==> src/rtl/bcd_scan_display.sv <==
// Multiplexed four-digit BCD scanner driving a common-anode
// seven-segment display, with leading-zero blanking.
module bcd_scan_display #(
    parameter int NDIG = 4,
    parameter int DIV  = 1000
) (
    input  logic        clk,
    input  logic        clr,
    input  logic        ce,
    input  logic [15:0] digits,
    input  logic [3:0]  dp,
    input  logic        ld,
    input  logic        blank_lz,
    output logic [6:0]  seg,
    output logic [3:0]  an,
    output logic        dot,
    output logic        frm
);

    localparam logic [15:0] LASTCNT = 16'(DIV - 1);
    localparam logic [1:0]  LAST    = 2'(NDIG - 1);

    logic [15:0] cnt;
    logic [1:0]  idx;
    logic [1:0]  shown;
    logic        live;
    logic [15:0] sd;
    logic [3:0]  sdp;

    logic [3:0]  cur;
    logic [15:0] hi;
    logic        blank;
    logic [6:0]  segn;

    always_comb begin
        cur   = sd[{idx, 2'b00} +: 4];
        hi    = sd >> {idx, 2'b00};
        blank = blank_lz && (idx != 2'd0) && (hi == 16'd0);
        unique case (cur)
            4'd0:    segn = 7'h40;
            4'd1:    segn = 7'h79;
            4'd2:    segn = 7'h24;
            4'd3:    segn = 7'h30;
            4'd4:    segn = 7'h19;
            4'd5:    segn = 7'h12;
            4'd6:    segn = 7'h02;
            4'd7:    segn = 7'h78;
            4'd8:    segn = 7'h00;
            4'd9:    segn = 7'h10;
            default: segn = 7'h3F;
        endcase
        if (blank)
            segn = 7'h7F;
    end

    // Outputs are built from pre-edge index and shadow, so a load on
    // the advance edge first appears on the following update.
    always_ff @(posedge clk or posedge clr) begin
        if (clr) begin
            cnt   <= 16'd0;
            idx   <= 2'd0;
            shown <= 2'd0;
            live  <= 1'b0;
            sd    <= 16'd0;
            sdp   <= 4'd0;
            seg   <= 7'h7F;
            an    <= 4'hF;
            dot   <= 1'b1;
            frm   <= 1'b0;
        end else begin
            if (ld) begin
                sd  <= digits;
                sdp <= dp;
            end
            if (ce) begin
                if (cnt == LASTCNT) begin
                    cnt <= 16'd0;
                    idx <= (idx == LAST) ? 2'd0 : idx + 2'd1;
                end else begin
                    cnt <= cnt + 16'd1;
                end
            end
            seg   <= segn;
            an    <= ~(4'b0001 << idx);
            dot   <= ~sdp[idx];
            frm   <= live && (shown == LAST) && (idx == 2'd0);
            shown <= idx;
            live  <= 1'b1;
        end
    end

endmodule
==> config.mk <==
export PLATFORM = sky130hd
export DESIGN_NAME = bcd_scan_display
export DESIGN_NICKNAME = d
export VERILOG_FILES = /design/src/rtl/bcd_scan_display.sv
export SDC_FILE = /design/constraint.sdc
export NUM_CORES = 1
export LEC_CHECK = 0
export BUFFER_PORTS_ARGS = -buffer_cell sky130_fd_sc_hd__buf_4
export CAP_MARGIN = 20
export CORE_MARGIN = 2
export CORE_UTILIZATION = 56
export CTS_CLUSTER_DIAMETER = 40
export CTS_CLUSTER_SIZE = 8
export DETAILED_ROUTE_END_ITERATION = 8
export PLACE_DENSITY = 0.89
export SETUP_SLACK_MARGIN = 0.02
export SLEW_MARGIN = 20
export SYNTH_ARGS = -nofsm -noshare
export SYNTH_HDL_FRONTEND = slang
export SYNTH_SLANG_ARGS = --single-unit
export TNS_END_PERCENT = 30
==> constraint.sdc <==
create_clock -name clk -period 2.6 [get_ports clk]
set_clock_uncertainty 0.15 [all_clocks]
set_input_delay 0.26 -clock clk [delete_from_list [all_inputs] [get_ports clk]]
set_output_delay 0.26 -clock clk [all_outputs]
set_load 0.005 [all_outputs]
==> impl_metrics.toml <==
[final_layout]
antenna-diode-count = 0
drive_gt1_share_pct = 37.92
final_nets = 274
area_growth_pct = 17.92
postLayoutCoreUtil_pct = 67.80

[sta]
worstMarginPinSlew_ns = 0.9341
max-slew-margin-rel_pct = 37.63
fin_crit_ns = 2.095
fin_crit_sh_pct = 80.59
setup_slack_ns = 0.5047
setup_viol = 0
finalSetupTns_ns = 0
timing.fmax_mhz = 477.3
hold_viol_final = 0
holdWs_ns = 0.01390
rsz0062_at_grt = "no"
maxSlewViolCount = 0

[synthesis]
synth_top_area_share_pct = 42.27
yosys.area.top_type = "dfrtp_1"
synth-xor-area-share_pct = 5.284
ys_top_cells_by_area = "dfrtp_1 42%, dfstp_2 13%, mux2_2 9.1%"
ys_types = 35
synth_fa_ha_area_share_pct = 5.033
synth_edf_count = 0
yosysWarnings = 0
syn-num-nets = 232
avgSynthCellArea_um2 = 12.62
synth_mux_area_share_pct = 15.20
synth_top_family_by_area = "multiplexers"
synth-compound-area-share_pct = 3.020
async_reset_ff_share_pct = 100.0
synth-simple-area-share_pct = 12.18
synth_area_um2 = 2486
syn_inst = 197
synth_seq_cells = 54
yosysSeqAreaShare_pct = 54.96
yosys_most_used_dff = "dfrtp_1"

[critical_path]
crit_family = "multiplexers"
crit_arrival_ns = 2.18
r2r-start = "idx[0]"
criticalPathCategory = "reg2reg"
crit_fanout = 7
rrSetupSlack_ns = 0.50
crit_end = "seg[4]"
critPathMaxStageDelay_ns = 0.59
cpMaxStageDelayCell = "mux4_2"
critPathLaunch = "idx[0]"
cp-end-kind = "flop"
timing.critical_path.buf_inv = 1
ff2ff_path_depth = 6
required_ns = 2.68
startpoint_type = "flop"
reg2reg_to = "seg[4]"
crit_chain = "mux4_2, inv_1, ha_1, nand4_1, a211o_1, o21ai_0"
path_depth = 6

[clock_network]
post_cts_buffers = 0
cts.sinks = 54
cts-root-buf = "clkbuf_8"
cts_buffer_depth = 2
path_clk_slew_ns = 0.09
clock_latency_ns = 0.31
cts_made_buffers = 5
post_cts_resize_count = 0
ctsHoldBuffers = 0
cts_tree = "built"
htreeDepth = 2

[drt]
drt-total-wl_mm = 4.436
num_vias = 1638
drc = 0
ant_nets = 0
first_iter_violations = 155
first_pass_iters = 4
viasPerCell = 5.610
wl_per_cell_um = 15.19

[global_routing]
grt_antenna_before_repair = 0
grt_pass1_wl_mm = 7.783
grt_usage_pct = 19.89
grt_pass1_vias = 1631
grt_max_degree = 48
grt-ovfl-total = 0

[floorplan]
pin_count = 38
initial_core_util_pct = 57.49
coreArea_um2 = 4324
die_w_um = 70.63
rows = 24
die_area_um2 = 4989
die_y_um = 70.63

[placed_design]
port_buffers = 37
gp_congestion = 0.8891
dpl.hpwl_mm = 3.151
pre_cts_slack_ns = 0.5341

[power_and_ir_drop]
p_total_mw = 1.953
ir_drop_mv = 0.4127
leakagePower_nw = 1.316
powerDensity_nw_per_um2 = 666.1

[flow_run]
drv_cap = 0

[outcome]
status = "complete, no violations"

[hold_path]
min_path_type = "in2async"
-- where the power goes --
group | internal (mW) | total (mW) | switching, mW
Sequential | 0.957 | 1.05 | 0.0912
Clock | 0.314 | 0.578 | 0.263
Combinational | 0.176 | 0.327 | 0.151
-- worst reg2reg max path, cell delays in order, from the launching register on --
cell     delay [ns]
dfrtp_1        0.41
mux4_2         0.59
inv_1          0.13
ha_1           0.17
nand4_1        0.09
a211o_1        0.36
o21ai_0        0.12
-- worst min path at each step --
stage              start      end  cells after the start
5_1_grt        digits[8]    sd[8]                      2
6_report             clr   sdp[1]                      2
3_5_place_dp     cnt[13]  cnt[13]                      1
4_1_cts        digits[8]    sd[8]                      2
3_3_place_gp     cnt[13]  cnt[13]                      1
2_1_floorplan  digits[0]    sd[0]                      1
-- final cells by class --
cell class	count	area [um^2]
tap	52	65.06
clock buffer	7	86.33
clock inverter	1	30.03
inverter	14	52.55
multi-input combinational	122	1016
fill	309	1393
timing repair buffer	42	315.3
sequential	54	1366
-- layer usage --
metal | up-vias | GRT usage [%] | share of wire (%) | routed length, um
li1 | 759 | - | - | -
met1 | 822 | 27.49 | 43 | 1926
met2 | 49 | 32.18 | 50 | 2224
met3 | 8 | 4.986 | 4.8 | 215
met4 | 0 | 5.031 | 1.6 | 69
met5 | - | 0 | 0 | 0
-- registers in the layout (all words and copies together) (netlist names), 2 cells and up --
register,cells
cnt,16
sd,16
seg,7
an,4
sdp,4
idx,2
shown,2
-- Yosys cell counts (2+ instances only) --
library cell,instances
a21oi_1,2
and3_1,2
and4_1,3
clkbuf_1,3
clkbuf_8,2
dfrtp_1,42
dfstp_2,12
ha_1,10
inv_1,14
mux2_2,20
mux2_4,2
mux4_2,5
nand2_1,6
nand3_1,9
nand4_1,3
nor2_1,16
nor2b_1,2
nor3_1,5
nor4_1,4
o21ai_0,7
xnor2_1,13
xor2_1,2
-- through the flow --
stage	instances	cell area [um^2]
after global placement	284	2815
after CTS	292	2932
final	292	2932
after floorplan	197	2486
after global routing	292	2932
after detailed placement	284	2815
-- placed cells by master (no fill, tap or decap), drive strengths merged --
cell type  netlist  final
a211o            1      1
a211oi           1      1
a21oi            2      2
and2             1      1
and3             2      2
and4             3      3
buf              2     42
bufinv           0      1
clkbuf           5      7
conb             1      1
dfrtp           42     42
dfstp           12     12
ha              10     10
inv             14     14
mux2            22     22
mux2i            1      1
mux4             5      5
nand2            6      6
nand3            9      9
nand4            3      3
nor2            16     16
nor2b            2      2
nor3             5      5
nor3b            1      1
nor4             6      6
o21ai            7      7
o21bai           1      1
o22ai            1      1
or4              1      1
xnor2           13     13
xor2             2      2
-- kinds of logic after synthesis --
logic type,Yosys count
simple gates,55
flops,54
mux,28
buf+inv,21
xor+xnor,15
compound gates,13
fa+ha+maj,10
other cells,1
(Power assumes the default switching activity.)
